**src/rtl/sliced_seq_alu.sv**
```systemverilog
// Multi-cycle WIDTH-bit ALU: one SLICE-bit slice per clock, LSB first, with a registered carry.
// Uses a start/busy/done handshake; result and flags change only on the final slice edge.
module sliced_seq_alu #(
    parameter int WIDTH = 16,
    parameter int SLICE = 4
) (
    input  logic             clk,
    input  logic             reset,
    input  logic             start,
    input  logic [WIDTH-1:0] a,
    input  logic [WIDTH-1:0] b,
    input  logic [2:0]       op,
    output logic             busy,
    output logic             done,
    output logic [WIDTH-1:0] result,
    output logic             cout,
    output logic             overflow,
    output logic             zero
);

    localparam int N  = WIDTH / SLICE;
    localparam int CW = (N > 1) ? $clog2(N) : 1;

    typedef enum logic [1:0] {
        S_IDLE,
        S_RUN,
        S_DONE
    } state_t;

    state_t           r_state;
    state_t           w_state_next;

    logic [WIDTH-1:0] r_a;
    logic [WIDTH-1:0] r_b;
    logic [2:0]       r_op;
    logic             r_carry;
    logic [CW-1:0]    r_cnt;
    logic [WIDTH-1:0] r_acc;
    logic [WIDTH-1:0] r_result;
    logic             r_cout;
    logic             r_overflow;
    logic             r_zero;

    logic             w_accept;
    logic             w_last;
    logic [WIDTH-1:0] w_bx;
    logic [31:0]      w_shamt;
    logic [SLICE-1:0] w_a_sl;
    logic [SLICE-1:0] w_b_sl;
    logic [SLICE:0]   w_sum;
    logic [SLICE-1:0] w_res_sl;
    logic             w_c_out;
    logic             w_c_msb;
    logic             w_ovf;
    logic [WIDTH-1:0] w_mask;
    logic [WIDTH-1:0] w_acc_next;
    logic [WIDTH-1:0] w_final;

    assign w_accept = start && ((r_state == S_IDLE) || (r_state == S_DONE));
    assign w_last   = (r_cnt == CW'(N - 1));

    // State register
    always_ff @(posedge clk) begin
        if (reset) begin
            r_state <= S_IDLE;
        end else begin
            r_state <= w_state_next;
        end
    end

    // Next-state logic
    always_comb begin
        w_state_next = r_state;
        case (r_state)
            S_IDLE:  w_state_next = start ? S_RUN : S_IDLE;
            S_RUN:   w_state_next = w_last ? S_DONE : S_RUN;
            S_DONE:  w_state_next = start ? S_RUN : S_IDLE;
            default: w_state_next = S_IDLE;
        endcase
    end

    // Output decode
    always_comb begin
        busy = (r_state == S_RUN);
        done = (r_state == S_DONE);
    end

    // Slice datapath: the carry into a slice's top bit is recovered from sum ^ a ^ b.
    always_comb begin
        w_bx     = r_op[2] ? ~r_b : r_b;
        w_shamt  = 32'(r_cnt) * 32'(SLICE);
        w_a_sl   = SLICE'(r_a >> w_shamt);
        w_b_sl   = SLICE'(w_bx >> w_shamt);
        w_sum    = {1'b0, w_a_sl} + {1'b0, w_b_sl} + (SLICE + 1)'(r_carry);
        w_c_out  = w_sum[SLICE];
        w_c_msb  = w_sum[SLICE-1] ^ w_a_sl[SLICE-1] ^ w_b_sl[SLICE-1];
        w_ovf    = w_c_msb ^ w_c_out;
        case (r_op[1:0])
            2'b00:   w_res_sl = w_a_sl & w_b_sl;
            2'b01:   w_res_sl = w_a_sl | w_b_sl;
            default: w_res_sl = w_sum[SLICE-1:0];
        endcase
        w_mask     = WIDTH'({SLICE{1'b1}}) << w_shamt;
        w_acc_next = (r_acc & ~w_mask) | (WIDTH'(w_res_sl) << w_shamt);
        w_final    = w_acc_next;
        if (r_op[1:0] == 2'b11) begin
            w_final = WIDTH'(w_sum[SLICE-1] ^ w_ovf);
        end
    end

    always_ff @(posedge clk) begin
        if (reset) begin
            r_a        <= '0;
            r_b        <= '0;
            r_op       <= '0;
            r_carry    <= 1'b0;
            r_cnt      <= '0;
            r_acc      <= '0;
            r_result   <= '0;
            r_cout     <= 1'b0;
            r_overflow <= 1'b0;
            r_zero     <= 1'b1;
        end else if (w_accept) begin
            r_a     <= a;
            r_b     <= b;
            r_op    <= op;
            r_carry <= op[2];
            r_cnt   <= '0;
            r_acc   <= '0;
        end else if (r_state == S_RUN) begin
            r_acc   <= w_acc_next;
            r_carry <= w_c_out;
            r_cnt   <= r_cnt + 1'b1;
            if (w_last) begin
                r_result   <= w_final;
                r_cout     <= w_c_out;
                r_overflow <= w_ovf;
                r_zero     <= (w_final == '0);
            end
        end
    end

    assign result   = r_result;
    assign cout     = r_cout;
    assign overflow = r_overflow;
    assign zero     = r_zero;

endmodule
```
**config.mk**
```make
export PLATFORM = sky130hd
export DESIGN_NAME = sliced_seq_alu
export DESIGN_NICKNAME = d
export VERILOG_FILES = /design/src/rtl/sliced_seq_alu.sv
export SDC_FILE = /design/constraint.sdc
export NUM_CORES = 1
export LEC_CHECK = 0
export BUFFER_PORTS_ARGS = -buffer_cell sky130_fd_sc_hd__buf_2
export CAP_MARGIN = 20
export CELL_PAD_IN_SITES_DETAIL_PLACEMENT = 0
export CELL_PAD_IN_SITES_GLOBAL_PLACEMENT = 1
export CORE_UTILIZATION = 25
export DETAILED_ROUTE_END_ITERATION = 12
export GPL_TIMING_DRIVEN = 0
export PLACE_DENSITY_LB_ADDON = 0.2
export SYNTH_ARGS = -nofsm -noshare
export SYNTH_HDL_FRONTEND = slang
export SYNTH_SLANG_ARGS = --single-unit
export TNS_END_PERCENT = 20
```
**constraint.sdc**
```tcl
create_clock -name clk -period 8.06 [get_ports clk]
set_clock_uncertainty 0.15 [all_clocks]
set_input_delay 0 -clock clk [delete_from_list [all_inputs] [get_ports clk]]
set_output_delay 0 -clock clk [all_outputs]
set_load 0.05 [all_outputs]
```
After elaboration in Yosys (flattened, before gate mapping). Index checks and enable logic that the tools add are counted.

Register bits after elaboration: 75. Bits in latches: 0. Bits in writable memories: 0. Bits in read-only memories: 0. Input port bits: 38. Output and inout bits: 21. Word-level logic and storage cells: 51. Memories kept: 0.

$add $sub $neg: 3. Multipliers: 0. Div/mod/pow operators: 0. $lt $le $gt $ge: 0. Eq/ne operators: 5. Shift-type cells: 4. Muxes and demuxes: 8. Bitwise operators: 11. Reduce and logical (&&, ||, !) cells: 9.

Operator list (count): $mux W16 (2); $not A16 Y16 (2); $shr A16 B4 Y4 (2); $and A16 B16 Y16 (1); $logic_not A16 Y1 (1); $or A16 B16 Y16 (1); $shl A4 B4 Y16 (1); $shl A4 B4 Y16 const A (1); $pmux W4 S2 (1); $eq A2 B2 Y1 const B (3); $add A4 B4 Y5 (1); $add A5 B1 Y5 (1); $and A4 B4 Y4 (1); $eq A2 B1 Y1 const B (2); $logic_not A2 Y1 (2); $or A4 B4 Y4 (1); $pmux W2 S2 (1); $reduce_or A2 Y1 (2); $xor A1 B1 Y1 (4); $mux W1 (3); $reduce_and A3 Y1 (1); $add A2 B1 Y2 const B (1); $mux W2 (1); $reduce_bool A2 Y1 (1); other kinds (3) (3).

Longest topological paths before layout. Gate-level depths: netlist (run 1).

Depth in word-level cells: 11. Gate-level depth with buffers: 12. Gate-level depth less buffers: 10.

Worst setup path before layout (run 1). No wires, ideal clock.

Path type: reg-to-reg. From: register r_cnt[0]. To: register r_zero, in the netlist zero. Library setup time: 0.087 ns. Arrival: 3.617 ns. Required time: 7.823 ns. Path slack: 4.206 ns. Cell stages (with the launch flop): 12. Path buffers: 2. Period minus slack after synthesis: 3.854 ns. Path through: dfxtp_1 -> buf_6 -> buf_2 -> mux4_2 -> xor2_1 -> fa_1 -> fa_1 -> xnor2_1 -> mux2i_1 -> o311a_1 -> or4_1 -> o31ai_1.

Cells in the longest elaborated chain, start to end: 9. Elaborated cells between the ends (all ways): 20. Classes of those cells: add/sub (2); eq/ne (1); shift (4); mux (2); bitwise (9); reduce/logical (2).

RTL lines: from (decl) (RTL line 37) `logic [CW-1:0] r_cnt;`; from (signal assigned) (RTL line 133) `r_cnt <= r_cnt + 1'b1;`; branches (longest 9 deep; another with $add A4 B4 Y5); to (signal assigned) (RTL line 138) `r_zero <= (w_final == '0);`; to (decl) (RTL line 42) `logic r_zero;`.

Several ways; the timed one is not identified. A chain may end at the register's enable or synchronous reset.

Final worst setup path (run 1).
From: register r_cnt[1]. To: register r_zero, in the netlist zero.

The elaborated chain is that of the path after synthesis.

==> impl_metrics.csv, run 1 <==
group,metric,value,unit
die,initial_core_util,25.7,%
synthesis,synth_edf_count,0,
clocking,cts-buffers-inserted,9,
critical_path,critical_path.endpoint_type,"flip-flop",
critical_path,critPathKind,"flip-flop to flip-flop",
timing,max_clk_rate,222,MHz
route,wirelength,10900,um
critical_path,setup.worst_path.start,"r_cnt[1]",
critical_path,cp_top_family,"adder cells",
critical_path,critical_path_peak_fanout,10,
global_routing,grt_antenna_before_repair,0,
cells_and_area,layout.cells.non_filler,717,
critical_path,timing.critical_path.cells,"clkbuf_1, mux4_2, xor2_1, fa_1, fa_1, xnor2_1, mux2i_1, o311a_1, or4_1, o31ai_1",
synthesis,ys_types,46,
synthesis,yosysWarnings,0,
global_routing,wire_length_of_the_first_global_routing_pass,17300,um
clocking,cts-htree-levels,3,
die,dieWidth,122,um
place,dpl.cell_count,668,
critical_path,maximum_cell_stage_delay_along_the_critical_path,0.54,ns
synthesis,ys_dominant_reg_cell,"dfxtp_1",
cells_and_area,postLayoutCellArea,4710,um^2
route,wl_per_cell,15.2,um
synthesis,syn-instance-count,430,
global_routing,grt_start_max_net_pins,12,
clocking,cts_hold_buffers,35,
place,dp.final_hpwl,8010,um
clocking,clock_tree.buffer_depth,2,
die,die_area,14800,um^2
place,placed_area,4100,um^2
timing,max_slew_margin,42.7,%
power_and_ir_drop,post-layout-total-power,0.000898,W
route,drt-vias-per-instance,4.69,
power_and_ir_drop,p_int,0.000655,W
power_and_ir_drop,seq_power_share,43.2,%
cells_and_area,area_delta_synth_final,31.4,%
critical_path,critPathBufInv,1,
clocking,clk_pin_slew_worst_paths,0.06,ns
route,drt_pass1_iterations,6,
power_and_ir_drop,vdd.ir_drop.worst,0.0918,mV
cells_and_area,nNetsFinal,586,
route,num_vias,3366,
die,io-pin-count,59,
timing,rsz0062_at_grt,"false",
critical_path,critical-path-top-cell-by-count,"fa_1",
die,standard_cell_core_area,13900,um^2
synthesis,post_synth.cell_area_avg,8.34,um^2
route,drt-initial-drc-count,136,
power_and_ir_drop,p_clk_share,40.1,%
cells_and_area,final_cell_mix,"nand2_1, dfxtp_1, buf_2, a21oi_1, nor2_1",
timing,final.period_utilization,55.8,%
die,die_outline_height,122,um
global_routing,first_global_vias,3191,
critical_path,worstSetupStartpointType,"flip-flop",
die,core.rowCount,43,
place,place.gp.congestion,0.788,
route,post-route-drc-count,0,
power_and_ir_drop,swShare,27.1,%
flow_run,cap_viol_max_count,0,
clocking,cts.root.buffer_cell,"clkbuf_16",
power_and_ir_drop,total_switching_power,0.000243,W
place,buffer_ports.inserted,58,
clocking,clock-sinks,74,
critical_path,timing.critical_path.required,8.17,ns
clocking,postCtsSetupBuffers,0,
cells_and_area,diodes,0,
timing,post-route-min-period,4.50,ns
power_and_ir_drop,p_leak,1.90,nW
clocking,cts-resized-gates,0,
cells_and_area,finalCoreUtilization,33.8,%
timing,setup_viol,0,
synthesis,number_of_nets_in_the_synthesized_netlist,482,
cells_and_area,layout_commonest_cell,"nand2_1",
critical_path,timing.critical_path.arrival,4.61,ns
critical_path,cp_slowest_cell,"dfxtp_1",
timing,total_negative_slack,0,ns
synthesis,seq_area_frac_synth,41.3,%
clocking,cts_tree,"built",
run_status,run_status,"finished clean",
power_and_ir_drop,power_per_cell_area,191,nW/um^2
synthesis,mapped_area,3590,um^2
critical_path,reg2reg_from,"r_cnt[1]",
synthesis,synth-seq-cells,74,
route,drtAntennaViolNets,0,
global_routing,gr_usage_total,15.7,%
synthesis,synth_async_reset_ratio,0,%
timing,slew_violations,0,
clocking,clock_latency,0.34,ns
min_path,min_from,"start",
global_routing,global_route.overflow_total,0,
power_and_ir_drop,comb_power_share,16.7,%
timing,timing_hold_violations_final,0,
min_path,hold_path.class,"input pin to flip-flop",
cells_and_area,post_route_cells_drive_above_1_share,16.6,%
timing,worst-slew-pin-transition,0.859,ns
-- power groups by stage --
stage | clock network (W) | logic (W) | registers (W)
2_1_floorplan | 0 | 0.0000959 | 0.000393
3_3_place_gp | 0 | 0.000138 | 0.000396
3_5_place_dp | 0 | 0.000138 | 0.000396
4_1_cts | 0.000373 | 0.000151 | 0.000388
5_1_grt | 0.000391 | 0.000167 | 0.000389
6_report | 0.000360 | 0.000150 | 0.000388
-- cell usage after synthesis, types with 2 or more instances --
library cell,n,area share (%)
o21ai_0,9,1.3
nor2b_1,8,1.4
a21oi_2,2,0.49
a22oi_1,9,1.9
inv_1,16,1.7
mux2i_1,2,0.56
nand2b_1,10,1.7
mux4_2,8,5.0
o21ai_1,2,0.28
xnor2_1,3,0.73
buf_1,7,0.73
o2111a_1,2,0.63
clkbuf_1,19,2.0
nand2_1,92,9.6
fa_1,2,1.1
a221oi_1,2,0.49
and2_1,3,0.52
dfxtp_1,74,41
and3_1,2,0.35
xor2_1,4,0.98
nor2_1,40,4.2
buf_2,3,0.42
a32oi_1,8,2.0
ha_1,12,4.2
o31ai_1,4,0.84
a31oi_1,3,0.52
a2bb2oi_1,3,0.73
nor3_1,4,0.56
a21oi_1,52,7.3
a211oi_1,7,1.5
a21o_1,3,0.63
-- sequential cells by signal (all words and copies together) (netlist names) --
name and flops:
r_acc 15, zero 1, overflow 1, r_op 3, r_cnt 2, r_state 2
cout 1, result 16, r_b 16, r_carry 1, r_a 16
-- cells by family after synthesis --
family	after synthesis	share of synthesized area, %
simple gates	164	19.4
compound gates	112	19.9
flops	74	41.3
buf+inv	47	5.34
fa+ha+maj	14	5.30
mux	10	5.58
xor+xnor	9	3.11
-- worst reg2reg max path: stages, from the launching register on --
cell      delay, ns
dfxtp_1        0.54
clkbuf_1       0.53
mux4_2         0.41
xor2_1         0.20
fa_1           0.45
fa_1           0.44
xnor2_1        0.29
mux2i_1        0.26
o311a_1        0.45
or4_1          0.52
o31ai_1        0.19
-- worst paths after layout --
kind	to	slack [ns]	cells after the start
max	zero	3.56	10
min	r_a[11]	0.15	5
max reg2reg	zero	3.56	10
min reg2reg	result[2]	0.30	2
-- per-stage QoR --
step                hold slack (ns)  setup WS [ns]
floorplan                   -0.0140           4.21
global placement             0.0933           3.55
detailed placement           0.0962           3.58
CTS                           0.126           3.54
global route                  0.209           3.32
finish                        0.149           3.56
-- layout make-up --
type | instances | area (um^2)
fill | 1495 | 9220
multi-input combinational | 309 | 1910
sequential | 74 | 1480
timing repair buffer | 93 | 641
clock buffer | 10 | 239
tap | 180 | 225
buffer | 31 | 131
inverter | 16 | 60.1
clock inverter | 4 | 20.0
-- metal layers --
layer	share of wire, %	vias up	track usage (%)
li1	-	1689	-
met1	50	1584	21.1
met2	45	80	24.2
met3	3.5	13	3.42
met4	1.6	0	6.48
met5	0	-	0
No activity file was read; power rests on OpenSTA's default activity.
==> run 2, diff against run 1 <==
clock period = 3.9 ns   (was 8.06 ns; I/O delays follow)
==> run 2 against run 1 <==
Effect of this change: worst setup slack got worse by 3.4 ns; global-route usage barely moved; clock power is 110% higher; final area up 2.6%; total power up 110%; sequential cell count unchanged; count of clock-buffer cells in the layout did not move; sequential power is 110% higher; critical endpoint unchanged; highest routed layer unchanged.
==> impl_metrics.csv, run 2 (synthesis results as in run 1) <==
group,metric,value,unit
cells_and_area,filler_cell_count,1483,
clocking,clock-sinks,74,
critical_path,timing.critical_path.arrival,3.88,ns
place,preCtsSetupSlack,-0.578,ns
cells_and_area,final_cell_mix,"nand2_1, dfxtp_1, buf_2, a21oi_1, nor2_1",
global_routing,grt_antenna_before_repair,0,
critical_path,critical-path-top-cell-by-count,"fa_2",
route,num_vias,3408,
route,wl_met3,469,um
timing,worst-slew-pin-transition,0.868,ns
run_status,run_status,"finished clean",
die,die_area,14800,um^2
route,post-route-drc-count,0,
route,drt-vias-per-instance,4.71,
global_routing,first_global_vias,3188,
global_routing,global_route.overflow_total,0,
cells_and_area,layout_commonest_cell,"nand2_1",
route,wl_per_cell,15.2,um
cells_and_area,diodes,0,
power_and_ir_drop,p_leak,1.94,nW
clocking,clock_latency,0.34,ns
clocking,cts-htree-levels,3,
place,buffer_ports.inserted,58,
critical_path,critical_path_peak_fanout,9,
timing,timing_hold_violations_final,0,
cells_and_area,area_delta_synth_final,34.8,%
critical_path,worstSetupStartpointType,"flip-flop",
place,place.gp.congestion,0.788,
timing,max_slew_margin,42.1,%
critical_path,critPathKind,"flip-flop to flip-flop",
die,die_outline_height,122,um
critical_path,cp_top_family,"adder cells",
global_routing,wire_length_of_the_first_global_routing_pass,17200,um
global_routing,grt_start_max_net_pins,16,
timing,final.period_utilization,96.7,%
die,core.rowCount,43,
global_routing,gr_usage_total,15.7,%
die,io-pin-count,59,
clocking,clk_pin_slew_worst_paths,0.06,ns
die,dieWidth,122,um
clocking,cts.root.buffer_cell,"clkbuf_16",
die,standard_cell_core_area,13900,um^2
timing,slew_violations,0,
critical_path,critPathBufInv,2,
critical_path,timing.critical_path.required,4.01,ns
route,route.top_layer_used,"met4",
critical_path,cp_slowest_cell,"mux4_2",
timing,timing.final.ws_setup,0.131,ns
power_and_ir_drop,power_per_cell_area,391,nW/um^2
route,wl_met1,5420,um
clocking,cts-buffers-inserted,9,
flow_run,cap_viol_max_count,0,
critical_path,critical_path.endpoint_type,"flip-flop",
route,drtAntennaViolNets,0,
route,drt_pass1_iterations,4,
critical_path,timing.critical_path.cells,"buf_12, buf_4, mux4_2, fa_2, fa_2, xnor2_4, mux2i_4, o311a_1, or4_1, o31ai_2",
critical_path,maximum_cell_stage_delay_along_the_critical_path,0.58,ns
power_and_ir_drop,post-layout-total-power,0.00189,W
min_path,hold_path.class,"input pin to flip-flop",
route,detailroute.wirelength.met2,4930,um
timing,post-route-min-period,3.77,ns
place,dp.final_hpwl,8010,um
timing,setup_viol,0,
timing,fin_worst_hold_slack,0.150,ns
cells_and_area,nNetsFinal,592,
power_and_ir_drop,vdd.ir_drop.worst,0.200,mV
clocking,clock_tree.buffer_depth,2,
route,drt-initial-drc-count,155,
route,wirelength,11000,um
clocking,cts_tree,"built",
die,initial_core_util,25.7,%
cells_and_area,post_route_cells_drive_above_1_share,19.7,%
timing,max_clk_rate,265,MHz
-- run 2: layout make-up --
type / count / area, um^2 / area share, %
inverters: 16 / 60.1 / 1.24
plain buffers: 30 / 139 / 2.87
clock inverters: 4 / 20.0 / 0.414
flip-flops and latches: 74 / 1480 / 30.7
multi-input cells: 309 / 1970 / 40.8
repair buffers: 100 / 693 / 14.3
clock buffers: 10 / 239 / 4.94
well taps: 180 / 225 / 4.66
-- run 2: through the flow --
stage / util (%) / cells / area (um^2) / setup TNS (ns)
3_5_place_dp: 29.4 / 668 / 4100 / -0.942
2_1_floorplan: - / 430 / 3590 / 0
3_3_place_gp: 29.4 / 668 / 4100 / -1.19
6_report: 34.7 / 723 / 4830 / 0
5_1_grt: 34.7 / 723 / 4830 / -0.0000315
4_1_cts: 34.0 / 716 / 4740 / 0
-- run 2: worst paths after layout --
| check | cells past startpoint | slack [ns] | endpoint | startpoint |
|---|---|---|---|---|
| max | 10 | 0.13 | zero | r_cnt[0] |
| min | 5 | 0.15 | r_a[11] | start |
| max reg2reg | 10 | 0.13 | zero | r_cnt[0] |
| min reg2reg | 2 | 0.30 | result[2] | result[2] |
-- run 2: what timing repair did --
item,CTS,global route
endpoints found under the hold margin,36,0
hold buffers,35,0
gates cloned,0,0
pin swaps,0,5
endpoints found under the setup margin,8,1
gates resized for setup,9,9
setup buffers,0,7
-- run 2: tightest hold or removal path: cells and delay by family --
family                 cells  cell delay [ns]
buffers and inverters      2             0.35
AND/OR/NAND/NOR            2             0.19
AO/OA/AOI/OAI              1             0.05
-- run 2: power by group --
group          total (W)  switching [W]  internal [W]
Sequential      0.000803      0.0000180      0.000785
Clock           0.000748       0.000313      0.000436
Combinational   0.000340       0.000187      0.000153
Total            0.00189       0.000517       0.00137
-- run 2: routing by layer --
metal / vias up / GRT usage [%]
met5: - / 0
met4: 0 / 6.48
met3: 14 / 3.42
met2: 92 / 24.3
met1: 1603 / 21.0
li1: 1699 / -
==> run 3, diff against run 2 <==
--- a/config.mk
+++ b/config.mk
@@ -12,2 +12,3 @@
 export CORE_UTILIZATION = 25
+export CTS_CLUSTER_DIAMETER = 200
 export DETAILED_ROUTE_END_ITERATION = 12
==> constraint.sdc (replaced) <==
create_clock -name clk -period 3.9 [get_ports clk]
set_clock_uncertainty 0.15 [all_clocks]
set_input_delay 1.17 -clock clk [delete_from_list [all_inputs] [get_ports clk]]
set_output_delay 1.17 -clock clk [all_outputs]
set_load 0.05 [all_outputs]
==> run 3 against run 2 <==
Effect of this change: hold slack better by 0.15 ns; sequential share of layout area up 2.4 points; global-route usage down 0.19 points; maximum frequency about the same; first-iteration DRC count down 5.8%; cell count down 4.8%; critical path depth unchanged; routed wire length down 1.5%; sequential power about the same; non-clock buffer count down 35; worst setup slack better by 0.00076 ns; register-to-register slack about the same; critical path type unchanged; critical endpoint unchanged; largest cell class unchanged; largest power group unchanged.
==> impl_metrics.csv, run 3 (synthesis results as in run 1) <==
group,metric,value,unit
timing,timing.final.ws_setup,0.131,ns
critical_path,timing.critical_path.required,4.01,ns
die,core.rowCount,43,
global_routing,grt_antenna_before_repair,0,
timing,timing_hold_violations_final,0,
route,drt-initial-drc-count,146,
place,dp.final_hpwl,8010,um
clocking,cts.root.buffer_cell,"clkbuf_16",
die,die_outline_height,122,um
clocking,cts-htree-levels,3,
timing,fin_worst_hold_slack,0.299,ns
critical_path,timing.critical_path.arrival,3.88,ns
timing,setup_viol,0,
global_routing,grt_start_max_net_pins,16,
route,wl_met3,551,um
route,wirelength,10800,um
clocking,clock-sinks,74,
cells_and_area,area_delta_synth_final,25.1,%
timing,total_negative_slack,0,ns
clocking,cts-buffers-inserted,9,
cells_and_area,nNetsFinal,557,
timing,post-route-min-period,3.77,ns
clocking,clk_pin_slew_worst_paths,0.06,ns
timing,max_clk_rate,265,MHz
critical_path,critical_path_peak_fanout,9,
flow_run,cap_viol_max_count,0,
global_routing,global_route.overflow_total,0,
run_status,run_status,"finished clean",
cells_and_area,postLayoutCellArea,4480,um^2
route,drtAntennaViolNets,0,
die,die_area,14800,um^2
die,io-pin-count,59,
route,drt-vias-per-instance,4.73,
place,buffer_ports.inserted,58,
route,wl_per_cell,15.7,um
route,num_vias,3252,
critical_path,critPathKind,"flip-flop to flip-flop",
critical_path,worstSetupStartpointType,"flip-flop",
die,initial_core_util,25.7,%
place,place.gp.congestion,0.788,
min_path,hold_path.class,"flip-flop to flip-flop",
power_and_ir_drop,power_per_cell_area,416,nW/um^2
critical_path,critical_path.endpoint_type,"flip-flop",
timing,slew_violations,0,
clocking,clock_tree.buffer_depth,2,
power_and_ir_drop,p_leak,1.80,nW
die,dieWidth,122,um
route,detailroute.wirelength.met2,4780,um
clocking,cts_tree,"built",
route,route.top_layer_used,"met4",
route,wl_met1,5350,um
cells_and_area,layout_commonest_cell,"nand2_1",
cells_and_area,diodes,0,
global_routing,wire_length_of_the_first_global_routing_pass,16900,um
power_and_ir_drop,vdd.ir_drop.worst,0.199,mV
global_routing,gr_usage_total,15.5,%
place,placed_area,4100,um^2
timing,final.period_utilization,96.6,%
route,drt_pass1_iterations,4,
clocking,cts_hold_buffers,0,
route,post-route-drc-count,0,
timing,worst-slew-pin-transition,0.859,ns
clocking,clock_latency,0.34,ns
cells_and_area,layout.cells.non_filler,688,
global_routing,first_global_vias,3104,
cells_and_area,final_cell_mix,"nand2_1, dfxtp_1, buf_2, a21oi_1, nor2_1",
place,preCtsSetupSlack,-0.578,ns
timing,max_slew_margin,42.7,%
place,dpl.cell_count,668,
cells_and_area,post_route_cells_drive_above_1_share,21.1,%
die,standard_cell_core_area,13900,um^2
[run 3: where the power goes]
group	switching [W]	leakage [nW]	internal, W	total, W
Combinational	0.000183	1.06	0.000130	0.000313
Clock	0.000313	0.134	0.000436	0.000749
Sequential	0.0000179	0.604	0.000785	0.000803
Total	0.000514	1.80	0.00135	0.00186
[run 3: cell type report]
cell class	count	area (um^2)
fillers	1497	9450
clock inverters	4	20.0
clock buffers	10	239
inverters	16	60.1
repair buffers	65	343
plain buffers	30	139
flip-flops and latches	74	1480
multi-input cells	309	1970
well taps	180	225
[run 3: routing by layer]
layer	vias up	GRT usage (%)
met5	-	0
li1	1629	-
met4	0	6.48
met2	97	23.5
met3	12	3.46
met1	1514	21.0
[run 3: metrics by stage]
step	total power, W	utilization (%)
finish	0.00186	32.2
global placement	0.00110	29.4
detailed placement	0.00110	29.4
global route	0.00196	32.2
CTS	0.00187	31.5
floorplan	0.00101	-
[run 3: repair_timing]
item / 4_1_cts / 5_1_grt
cloned: 0 / 0
endpoints found under the hold margin: 0 / 0
resized for setup: 9 / 9
endpoints found under the setup margin: 8 / 1
pin swaps: 0 / 5
setup buffers: 0 / 7
[run 3: worst paths after layout]
check | start | endpoint | slack [ns] | depth (start not counted)
worst min-delay path | result[2] | result[2] | 0.30 | 2
worst max register to register | r_cnt[0] | zero | 0.13 | 10
worst max-delay path | r_cnt[0] | zero | 0.13 | 10
worst min register to register | result[2] | result[2] | 0.30 | 2
[run 3: critical path, cell delays in order, from the launching register on]
cell	delay, ns
dfxtp_2	0.37
buf_12	0.13
buf_4	0.16
mux4_2	0.58
fa_2	0.40
fa_2	0.46
xnor2_4	0.23
mux2i_4	0.13
o311a_1	0.35
or4_1	0.54
o31ai_2	0.18
